### config.mk
export PLATFORM = sky130hd
export DESIGN_NAME = div_fsm
export DESIGN_NICKNAME = d
export VERILOG_FILES = /design/src/rtl/div_fsm_pkg.sv /design/src/rtl/div_fsm_sub_step.sv /design/src/rtl/div_fsm.sv
export SDC_FILE = /design/constraint.sdc
export NUM_CORES = 1
export LEC_CHECK = 0
export CAP_MARGIN = 20
export CORE_MARGIN = 3
export CORE_UTILIZATION = 50
export DETAILED_ROUTE_END_ITERATION = 8
export PLACE_DENSITY = 0.75
export SLEW_MARGIN = 10
export SYNTH_ARGS = -nofsm -noshare
export SYNTH_HDL_FRONTEND = slang
export SYNTH_SLANG_ARGS = --single-unit
### constraint.sdc
create_clock -name clk -period 2.48 [get_ports clk]
set_input_delay 0.744 -clock clk [delete_from_list [all_inputs] [get_ports clk]]
set_output_delay 0.744 -clock clk [all_outputs]
set_load 0.05 [all_outputs]
### src/rtl/div_fsm_pkg.sv
// Shared divider definitions: state encoding, default sizes and result field offsets.
// Field offsets match mul_fsm so FIFO_out decode logic can be shared.
package div_fsm_pkg;

    localparam int DIV_DATA_SIZE_D = 8;
    localparam int DATA_SIZE_D     = 2 * DIV_DATA_SIZE_D;
    localparam int ID_SIZE_D       = 8;

    localparam int Q_LSB   = 0;
    localparam int R_LSB   = DIV_DATA_SIZE_D;
    localparam int ERR_BIT = DATA_SIZE_D;
    localparam int ID_LSB  = DATA_SIZE_D + 1;

    typedef enum logic [2:0] {
        S_IDLE  = 3'd0,
        S_CHECK = 3'd1,
        S_SHIFT = 3'd2,
        S_SUB   = 3'd3,
        S_SAVE  = 3'd4
    } div_state_e;

    function automatic int cnt_width(input int n);
        return $clog2(n) + 1;
    endfunction

endpackage

### src/rtl/div_fsm_sub_step.sv
// One restoring-division trial subtract: diff = A - M over N+1 bits,
// with no_borrow set when the partial remainder can absorb the divisor.
module div_sub_step #(
    parameter int N = 8
) (
    input  logic [N:0]   i_a,
    input  logic [N-1:0] i_m,
    output logic [N:0]   o_diff,
    output logic         o_no_borrow
);

    logic [N+1:0] w_full;

    // One guard bit above A so the borrow out is visible as the sign
    assign w_full      = {1'b0, i_a} - {2'b00, i_m};
    assign o_diff      = w_full[N:0];
    assign o_no_borrow = ~w_full[N+1];

endmodule

### src/rtl/div_fsm.sv
// Sequential restoring divider: pops (a/b, id), iterates shift/subtract N times,
// and presents {id, err, remainder, quotient} until FIFO_out stores it.
module div_fsm
    import div_fsm_pkg::*;
#(
    parameter int DATA_SIZE     = DATA_SIZE_D,
    parameter int DIV_DATA_SIZE = DATA_SIZE / 2,
    parameter int ID_SIZE       = ID_SIZE_D
) (
    input  logic                         clk,
    input  logic                         rst_n,
    input  logic [DIV_DATA_SIZE-1:0]     a_in,
    input  logic [DIV_DATA_SIZE-1:0]     b_in,
    input  logic [ID_SIZE-1:0]           id_div,
    input  logic                         d_valid_data,
    input  logic                         ready_f_res,
    input  logic                         div_written,
    output logic                         d_ready_data,
    output logic                         d_valid_res,
    output logic [DATA_SIZE+ID_SIZE:0]   result_div
);

    localparam int N  = DIV_DATA_SIZE;
    localparam int CW = cnt_width(N);
    localparam logic [CW-1:0] LAST = CW'(N - 1);

    div_state_e       r_state;
    logic [N-1:0]     r_m;
    logic [N-1:0]     r_q;
    logic [N:0]       r_a;
    logic [ID_SIZE-1:0] r_id;
    logic             r_err;
    logic [CW-1:0]    r_cnt;
    logic             r_valid;

    logic [N:0]       w_diff;
    logic             w_no_borrow;

    div_sub_step #(
        .N(N)
    ) u_sub (
        .i_a        (r_a),
        .i_m        (r_m),
        .o_diff     (w_diff),
        .o_no_borrow(w_no_borrow)
    );

    assign d_ready_data = (r_state == S_IDLE) & ready_f_res;
    assign d_valid_res  = r_valid;
    assign result_div   = {r_id, r_err, r_a[N-1:0], r_q};

    always_ff @(posedge clk or negedge rst_n) begin
        if (!rst_n) begin
            r_state <= S_IDLE;
            r_m     <= '0;
            r_q     <= '0;
            r_a     <= '0;
            r_id    <= '0;
            r_err   <= 1'b0;
            r_cnt   <= '0;
            r_valid <= 1'b0;
        end else begin
            unique case (r_state)
                S_IDLE: begin
                    if (d_valid_data && ready_f_res) begin
                        r_m     <= b_in;
                        r_q     <= a_in;
                        r_a     <= '0;
                        r_id    <= id_div;
                        r_err   <= 1'b0;
                        r_cnt   <= '0;
                        r_state <= S_CHECK;
                    end
                end
                S_CHECK: begin
                    // Divide by zero: remainder = dividend, quotient = all ones
                    if (r_m == '0) begin
                        r_err   <= 1'b1;
                        r_a     <= {1'b0, r_q};
                        r_q     <= '1;
                        r_valid <= 1'b1;
                        r_state <= S_SAVE;
                    end else begin
                        r_state <= S_SHIFT;
                    end
                end
                S_SHIFT: begin
                    {r_a, r_q} <= {r_a[N-1:0], r_q, 1'b0};
                    r_state    <= S_SUB;
                end
                S_SUB: begin
                    if (w_no_borrow) begin
                        r_a    <= w_diff;
                        r_q[0] <= 1'b1;
                    end
                    r_cnt <= r_cnt + 1'b1;
                    if (r_cnt == LAST) begin
                        r_valid <= 1'b1;
                        r_state <= S_SAVE;
                    end else begin
                        r_state <= S_SHIFT;
                    end
                end
                S_SAVE: begin
                    if (div_written) begin
                        r_valid <= 1'b0;
                        r_state <= S_IDLE;
                    end
                end
                default: begin
                    r_valid <= 1'b0;
                    r_state <= S_IDLE;
                end
            endcase
        end
    end

endmodule
# --- Yosys cells after proc, flatten, opt, wreduce, memory -nomap -nowiden ---
# Index checks and enable logic that the tools add are counted.
classes:
  n_bitwise: 2
  add_sub_neg: 2
  eq_ne: 10
  n_reduce_logical: 15
  mux: 22
op_table:
  columns: ["cell", "count"]
  rows:
  - ["$pmux W9 S4", 1]
  - ["$mux W9", 3]
  - ["$pmux W7 S3", 1]
  - ["$mux W8", 2]
  - ["$pmux W3 S5", 1]
  - ["$mux W3", 4]
  - ["$sub A9 B8 Y10", 1]
  - ["$logic_not A8 Y1", 1]
  - ["$ne A2 B2 Y1 const B", 4]
  - ["$pmux W1 S4", 2]
  - ["$pmux W4 S2", 1]
  - ["$reduce_and A4 Y1", 2]
  - ["$eq A3 B2 Y1 const B", 2]
  - ["$reduce_and A2 Y1", 3]
  - ["$reduce_and A3 Y1", 2]
  - ["$mux W1", 5]
  - ["$add A4 B1 Y4 const B", 1]
  - ["$eq A4 B3 Y1 const B", 1]
  - ["$mux W4", 1]
  - ["$reduce_bool A2 Y1", 2]
  - ["$reduce_bool A4 Y1", 1]
  - ["$eq A3 B1 Y1 const B", 1]
  - ["$eq A3 B3 Y1 const B", 1]
  - ["$logic_not A3 Y1", 1]
  - ["other kinds (7)", 7]
totals:
  ff_bits: 42
  input_bits: 29
  wordCells: 60
  output_inout_bits: 27

# --- Longest topological paths before layout ---
# Gate-level depths: netlist of the first run.
depth:
  depth_word: 4
  ltp_mapped: 8
  depth_no_buf: 8

# --- Cells and area by module ---
# From an unflattened synthesis of the first run, not the netlist that was laid out.
hier_totals:
  cells_unflattened: 253
  hier_area_um2: 2662.6
by_module_without_submodules:
  columns: ["module", "area_per_inst_um2", "n_inst", "cells_each", "seq_area_each_um2"]
  rows:
  - ["div_fsm", 2269.7, 1, 195, 1051.0]
  - ["div_sub_step", 392.9, 1, 58, 0.0]

# --- Least setup slack after synthesis of the first run ---
# OpenSTA, ideal clock, no wires.
synth_path:
  kind: "flip-flop to flip-flop"
  startpoint: "reg r_a[0]"
  endpoint: "reg r_a[6]"
  setup_ns: 0.125
  path_stages_with_launch: 9
  path_slack_ns: 0.297
  t_arrival_ns: 2.058
  path_buffers: 0
  required_time_ns: 2.355
  period_less_slack_ns: 2.183
  path_cell_list: "dfrtp_1 > inv_1 > ha_1 > fa_1 > nand2b_1 > a21o_1 > o2111a_1 > a211o_1 > mux2_4"
synth_via:
  elab_chain_cells: 3
  elab_cells_between_ends: 5
  classes_between: "add/sub: 1; eq/ne: 1; mux: 2; reduce/logical: 1"
synth_rtl:
  columns: ["item", "line_no", "source"]
  rows:
  - ["from (decl)", "div_fsm.sv:30", "logic [N:0] r_a;"]
  - ["from (signal assigned)", "div_fsm.sv:79", "r_a <= {1'b0, r_q};"]
  - ["from (signal assigned)", "div_fsm.sv:88", "{r_a, r_q} <= {r_a[N-1:0], r_q, 1'b0};"]
  - ["from (signal assigned)", "div_fsm.sv:93", "r_a <= w_diff;"]
  - ["$sub A9 B8 Y10 *", "div_fsm_sub_step.sv:15", "assign w_full = {1'b0, i_a} - {2'b00, i_m};"]
  - ["$mux W9 / $ne A2 B2 Y1 (equally long branches)", null, null]
  - ["$pmux W9 S4 / $reduce_and A4 Y1 (equally long branches)", null, null]
# Mark *: on every way between the ends. The rest lies on a longest branch, timed or not. The select of a mux whose other input is x is not followed.
# A chain may end at the register's enable or synchronous reset.

# --- Worst setup path in the final report of the first run ---
layout_path:
  startpoint: "reg r_state[1]"
  endpoint: "out d_ready_data"
layout_via:
  elab_chain_cells: 2
layout_rtl:
  columns: ["item", "line_no", "source"]
  rows:
  - ["from (decl)", "div_fsm.sv:27", "div_state_e r_state;"]
  - ["from (signal assigned)", "div_fsm.sv:54", "r_state <= S_IDLE;"]
  - ["from (signal assigned)", "div_fsm.sv:72", "r_state <= S_CHECK;"]
  - ["from (signal assigned)", "div_fsm.sv:82", "r_state <= S_SAVE;"]
  - ["$logic_not A3 Y1", "div_fsm.sv:48", "assign d_ready_data = (r_state == S_IDLE) & ready_f_res;"]
  - ["$and A1 B1 Y1", "div_fsm.sv:48", null]
  - ["to (decl)", "div_fsm.sv:18", "output logic d_ready_data,"]
# Every way passes these cells.

==> out/qor.txt, run 1 <==
Status - completed
Met2 wire len - 2.88 mm
Worst Path Arrival - 1.62 ns
Share of cells above drive strength 1 - 18.7%
Synthesized area - 0.00272 sq mm
Fin Clk Skew - 0.0103 ns
Initial core utilization - 52.6%
Initial antenna violation count - 0
Number of flops mapped to enable cells by yosys - 0
Congestion Overflow GR - 0
Fin. Hold Viols - 0
Top FF cell, synth - dfrtp_1
Num CTS Buffers - 5
Fillcell total - 431
Worst hold path class - input port to asynchronous set/reset pin
DR top layer - met4
Leakage power - 1.48 nW
CTS max path bufs - 2
Routed Antenna Nets - 0
Gate Count Post-Synth - 263
Final setup viols - 0
VDD IR max - 0.000951 V
Non-Filler Instances - 391
Die height - 79.7 um
DR WL/cell - 15.5 um
WL met1 - 2.71 mm
Area occupied by multi-input gates - 0.00145 sq mm
Syn Nets - 302
CP startpoint kind - register
Cell with the most instances after synthesis - dfrtp_1
Die Width - 79.7 um
I/O pin count - 56
Avg Synthesized Cell Area - 10.3 sq um
Synth top area share - 38.7%
Placer Congestion - 0.830
Placed cell count - 382
Power Density - 1610 mW/mm^2
Post-route clock period utilization - 95.5%
Hold WS - 0.397 ns
Top post-synthesis cells by area - dfrtp_1 (39%), mux2_2 (6.6%), ha_1 (4.1%)
Reg-to-reg slack, setup - 0.15 ns
Vias - 2177
Root Driver - clkbuf_8
Vias in the first global route - 2157
Core area - 0.00517 sq mm
Max-slew violations - 0
Worst-Margin Slew - 0.558 ns
Ys Warns - 0
Slew margin rel. - 62.7%
Setup TNS - 0 ns
CP Max Fanout - 11
Drt total wl - 6.05 mm
DRC Markers - 0
Leading area contributor after synthesis - dfrtp_1
Asr flop ratio synth - 100%
FF-to-FF path depth - 7
Pin count of the biggest net entering global routing - 24
Fmax - 422 MHz
Area Overhead vs Synth - 25.4%
HPWL after DPL - 4.68 mm
Register area share after synthesis - 38.7%
RSZ-0062 raised after global routing - false
All-Layer GR Usage - 20.4%
First-pass GRT wire length - 10.1 mm
Post-placement setup slack - 0.0604 ns
Total power draw - 0.00547 W
TritonCTS clock tree - done
CP Capture Type - output pin
Synthesized flop and latch total - 42
Register cell area after layout - 0.00105 sq mm
Layout Nets - 359
MaxCap Viol Count - 0
Port Buf Inserts - 55
Data required, critical path - 1.74 ns
Cell variety after synth - 54
Post-CTS Hold Fix Bufs - 0
Ant. Diodes - 0
CTS clk-pin slew, worst paths - 0.09 ns
Clk sinks - 42
Drt pass-1 iters - 4
Die area - 0.00636 sq mm
Row cnt - 26
Top post-synthesis cells by count - dfrtp_1 (42), nor2_1 (19), mux2_2 (16), inv_1 (15), o21ai_0 (15)
H-tree depth - 2
Detailed router's first-iteration violation count - 131
Period minus WS final - 2.37 ns
Met3 Routed Length - 356 um
Via-to-Cell Ratio - 5.57
Crit Path Category - register to output pin
Clk Latency, worst-skew pair - 0.30 ns
Final WS setup - 0.113 ns
[worst max-delay path: stages (launching register included)]
cell and delay (ns):
dfrtp_1 0.51, or2_4 0.32, nor2_4 0.14, and2_1 0.20
buf_12 0.15
[logic make-up after synthesis]
group	count (synthesis)	share of synthesized area [%]
compound gates	75	19.5
simple gates	72	16.2
flops	42	38.7
buf+inv	35	8.10
mux	28	12.4
fa+ha+maj	10	4.88
xor+xnor	1	0.322
[path summary, 6_finish.rpt]
kind / startpoint / endpoint
min in group clk: r_cnt[3]$_DFFE_PN0P_ / r_cnt[3]$_DFFE_PN0P_
min: rst_n / r_id[4]$_DFFE_PN0P_
min reg2reg: r_cnt[3]$_DFFE_PN0P_ / r_cnt[3]$_DFFE_PN0P_
max: r_state[1]$_DFFE_PN0P_ / d_ready_data
max in group asynchronous: rst_n / r_cnt[2]$_DFFE_PN0P_
max reg2reg: r_m[0]$_DFFE_PN0P_ / r_a[6]$_DFFE_PN0P_
[power breakdown]
group	total [W]	switching (W)	internal, W
Combinational	0.00367	0.00206	0.00161
Clock	0.000443	0.000244	0.000199
Sequential	0.00136	0.000350	0.00101
[stage by stage]
stage	util, %	area [sq um]
after detailed placement	64.1	3320
after CTS	65.8	3400
final	65.9	3410
after global routing	65.9	3410
after global placement	64.1	3320
after floorplan	-	2720
[cell type report]
cell class | count | area share, %
sequential | 42 | 30.8
tap | 70 | 2.57
inverter | 15 | 1.65
multi-input combinational | 186 | 42.5
clock inverter | 2 | 0.404
clock buffer | 6 | 2.13
timing repair buffer | 70 | 20.0
[cells in the final DEF (no fill, tap or decap), types with 5 or more instances in the layout]
master / synthesis / routed
clkdlybuf4s50_1: 0 / 53
dfrtp_1: 42 / 42
nor2_1: 19 / 19
mux2_2: 16 / 16
inv_1: 15 / 15
o21ai_0: 15 / 15
buf_4: 10 / 14
a21oi_1: 13 / 13
nand2_1: 12 / 12
nor2b_1: 10 / 10
a211oi_1: 9 / 9
ha_1: 9 / 9
a22oi_1: 7 / 7
mux2_4: 7 / 7
a31oi_1: 6 / 6
nand2b_1: 5 / 5
clkbuf_8: 2 / 5
[state kept, by name, indices dropped and copies added (netlist names)]
signal	flops
r_id	8
r_q	8
r_err	1
d_valid_res	1
r_a	9
r_m	8
r_state	3
r_cnt	4
[layer usage]
metal  vias up  global-route usage, %
li1       1062                      -
met1      1045                   26.7
met2        62                   32.8
met3         8                   4.51
met4         0                   8.11
met5         -                      0
[what timing repair did]
item,in CTS,in global routing
endpoints found under the hold margin,0,0
buffers inserted,0,1
setup endpoints to repair,0,1
resized for setup,0,0
Note: power is estimated with default switching activity, not from simulation.
==> run 2: changes to the inputs <==
CORE_MARGIN = not set   (was 3)
==> run 2 against run 1 <==
  * Critical path depth is 4 higher
  * Combinational power is 1% lower
  * Sequential share of layout area is 0.19 points higher
  * Utilization is 0.41 points lower
  * Largest power group unchanged
  * Highest routed layer unchanged
==> out/qor.txt, run 2 (synthesis gave the netlist of run 1 again) <==
Ant. Diodes - 0 (unchanged)
RSZ-0062 raised after global routing - false
Crit Path Category - register to register
Vias in the first global route - 2089 (-3.2%)
Clk sinks - 42 (unchanged)
Crit path max-delay family - compound AO/OA/AOI/OAI gates
Total power draw - 0.00547 W (-0.11%)
FF-to-FF path depth - 8 (+1)
I/O pin count - 56 (unchanged)
HPWL after DPL - 4.49 mm (-4.1%)
Worst hold path class - input port to asynchronous set/reset pin
Die area - 0.00574 sq mm (-9.8%)
Core area - 0.00517 sq mm (unchanged)
Post-CTS Resized - 0 (unchanged)
Post-route clock period utilization - 95.6% (+0.18 points)
Drt total wl - 5.98 mm (-1.2%)
H-tree depth - 2 (unchanged)
Period minus WS final - 2.37 ns (+0.00449 ns)
Fmax - 422 MHz (-0.19%)
DRC Markers - 0 (unchanged)
Root Driver - clkbuf_8
Sw Share - 48.8% (+0.28 points)
Placed cell count - 379 (-0.79%)
Max reg flops - 9 (unchanged)
Comb pwr share - 66.4% (-0.7 points)
Final setup viols - 0 (unchanged)
Most frequent cells in the layout - clkdlybuf4s50_1 (53), dfrtp_1 (42), nor2_1 (19)
CP max stage delay - 0.41 ns (-0.10 ns)
Setup TNS - 0 ns (unchanged)
Detailed router's first-iteration violation count - 107 (-18%)
Die height - 75.7 um (-5.0%)
Flop pwr share - 25.0% (about the same)
Placer Congestion - 0.874 (+5.4%)
Fin. Hold Viols - 0 (unchanged)
Commonest non-fill, non-tap cell in the layout - clkdlybuf4s50_1
Post-placement setup slack - 0.0567 ns (-0.00372 ns)
Largest Register - r_a
CTS clk-pin slew, worst paths - 0.08 ns (about the same)
First-pass GRT wire length - 9.76 mm (-3.5%)
Row cnt - 26 (unchanged)
DR WL/cell - 15.4 um (-0.15%)
Pin count of the biggest net entering global routing - 25 (+4.2%)
CP Capture Type - register
CTS max path bufs - 2 (unchanged)
TritonCTS clock tree - done
Slowest CP cell - fa_1
Fin Clk Skew - 0.00266 ns (-0.00766 ns)
Die Width - 75.7 um (-5.0%)
Congestion Overflow GR - 0 (unchanged)
Worst Path Arrival - 2.56 ns (+0.94 ns)
Area Overhead vs Synth - 24.6%
Share of cells above drive strength 1 - 18.0% (-0.71 points)
Drt pass-1 iters - 4 (unchanged)
All-Layer GR Usage - 22.9% (+2.5 points)
Layout Nets - 355 (-1.1%)
Slew margin rel. - 63.8% (+1.1 points)
Status - completed
Vias - 2205 (+1.3%)
Routed Antenna Nets - 0 (unchanged)
Leakage power - 1.46 nW (-1.2%)
Data required, critical path - 2.67 ns (+0.93 ns)
Non-Filler Instances - 387 (-1.0%)
VDD IR max - 0.000798 V (-16%)
Fillcell total - 410 (-4.9%)
Clock share of power - 8.6% (+0.5 points)
Port Buf Inserts - 55 (unchanged)
Worst-Margin Slew - 0.542 ns (-0.0165 ns)
CP Max Fanout - 4 (-7)
MaxCap Viol Count - 0 (unchanged)
Net switching power - 0.00267 W (+0.48%)
Setup Fix Bufs, Post-CTS - 0 (unchanged)
Power Density - 1610 mW/mm^2 (+0.52%)
Clk Latency, worst-skew pair - 0.29 ns (about the same)
GR Util met2 - 38.1% (+5.2 points)
Worst path cell trace - inv_1, ha_1, fa_1, nand2b_1, a21o_1, o2111a_1, a211o_1, mux2_4
Met3 usage - 4.23% (-0.28 points)
Worst Path Buf+Inv - 1 (unchanged)
Post-CTS Hold Fix Bufs - 0 (unchanged)
Max-slew violations - 0 (unchanged)
CP startpoint kind - register
Int Power - 0.00280 W (-0.65%)
Final WS setup - 0.108 ns (-0.00449 ns)
Initial core utilization - 52.6% (unchanged)
Critical Path Stages - 8 (+4)
GRT met1 Usage - 30.2% (+3.5 points)
Via-to-Cell Ratio - 5.70 (+2.3%)
Grt peak-use layer - met2
Num CTS Buffers - 5 (unchanged)
Initial antenna violation count - 0 (unchanged)
## run 2: path summary, 6_finish.rpt
path	from	end	slack [ns]
worst min register to register	r_cnt[3]$_DFFE_PN0P_	r_cnt[3]$_DFFE_PN0P_	0.50
worst max register to register	r_a[0]$_DFFE_PN0P_	r_a[6]$_DFFE_PN0P_	0.11
min in group clk	r_cnt[3]$_DFFE_PN0P_	r_cnt[3]$_DFFE_PN0P_	0.50
worst max-delay path	r_a[0]$_DFFE_PN0P_	r_a[6]$_DFFE_PN0P_	0.11
max in group asynchronous	rst_n	r_cnt[3]$_DFFE_PN0P_	1.60
worst min-delay path	rst_n	r_a[6]$_DFFE_PN0P_	0.39
## run 2: power groups by stage
| stage | combinational (W) | clock (W) | sequential [W] |
|---|---|---|---|
| final | 0.00363 | 0.000469 | 0.00137 |
| after CTS | 0.00363 | 0.000476 | 0.00137 |
| after global routing | 0.00393 | 0.000504 | 0.00142 |
| after floorplan | 0.00242 | 0 | 0.00173 |
| after global placement | 0.00354 | 0 | 0.00137 |
| after detailed placement | 0.00360 | 0 | 0.00138 |
## run 2: area by class of cell
class	count	area, sq um	share of cell area (%)
clock inverters	2	12.5	0.369
repair buffers	66	651	19.2
multi-input cells	186	1450	42.7
clock buffers	6	82.6	2.44
flip-flops and latches	42	1050	31.0
well taps	70	87.6	2.58
inverters	15	56.3	1.66
## run 2: routing by layer
metal  share of wire [%]  vias to the layer above
met1                  46                     1047
met4                 1.6                        0
li1                    -                     1062
met3                 5.6                        9
met2                  46                       87
met5                   0                        -
## run 2: per-stage QoR
step	utilization (%)	hold slack, ns	instance area (sq um)
after floorplan	-	0.448	2720
after global placement	63.7	0.476	3290
after detailed placement	63.7	0.480	3290
after CTS	65.5	0.399	3390
after global routing	65.5	0.422	3390
final	65.5	0.393	3390
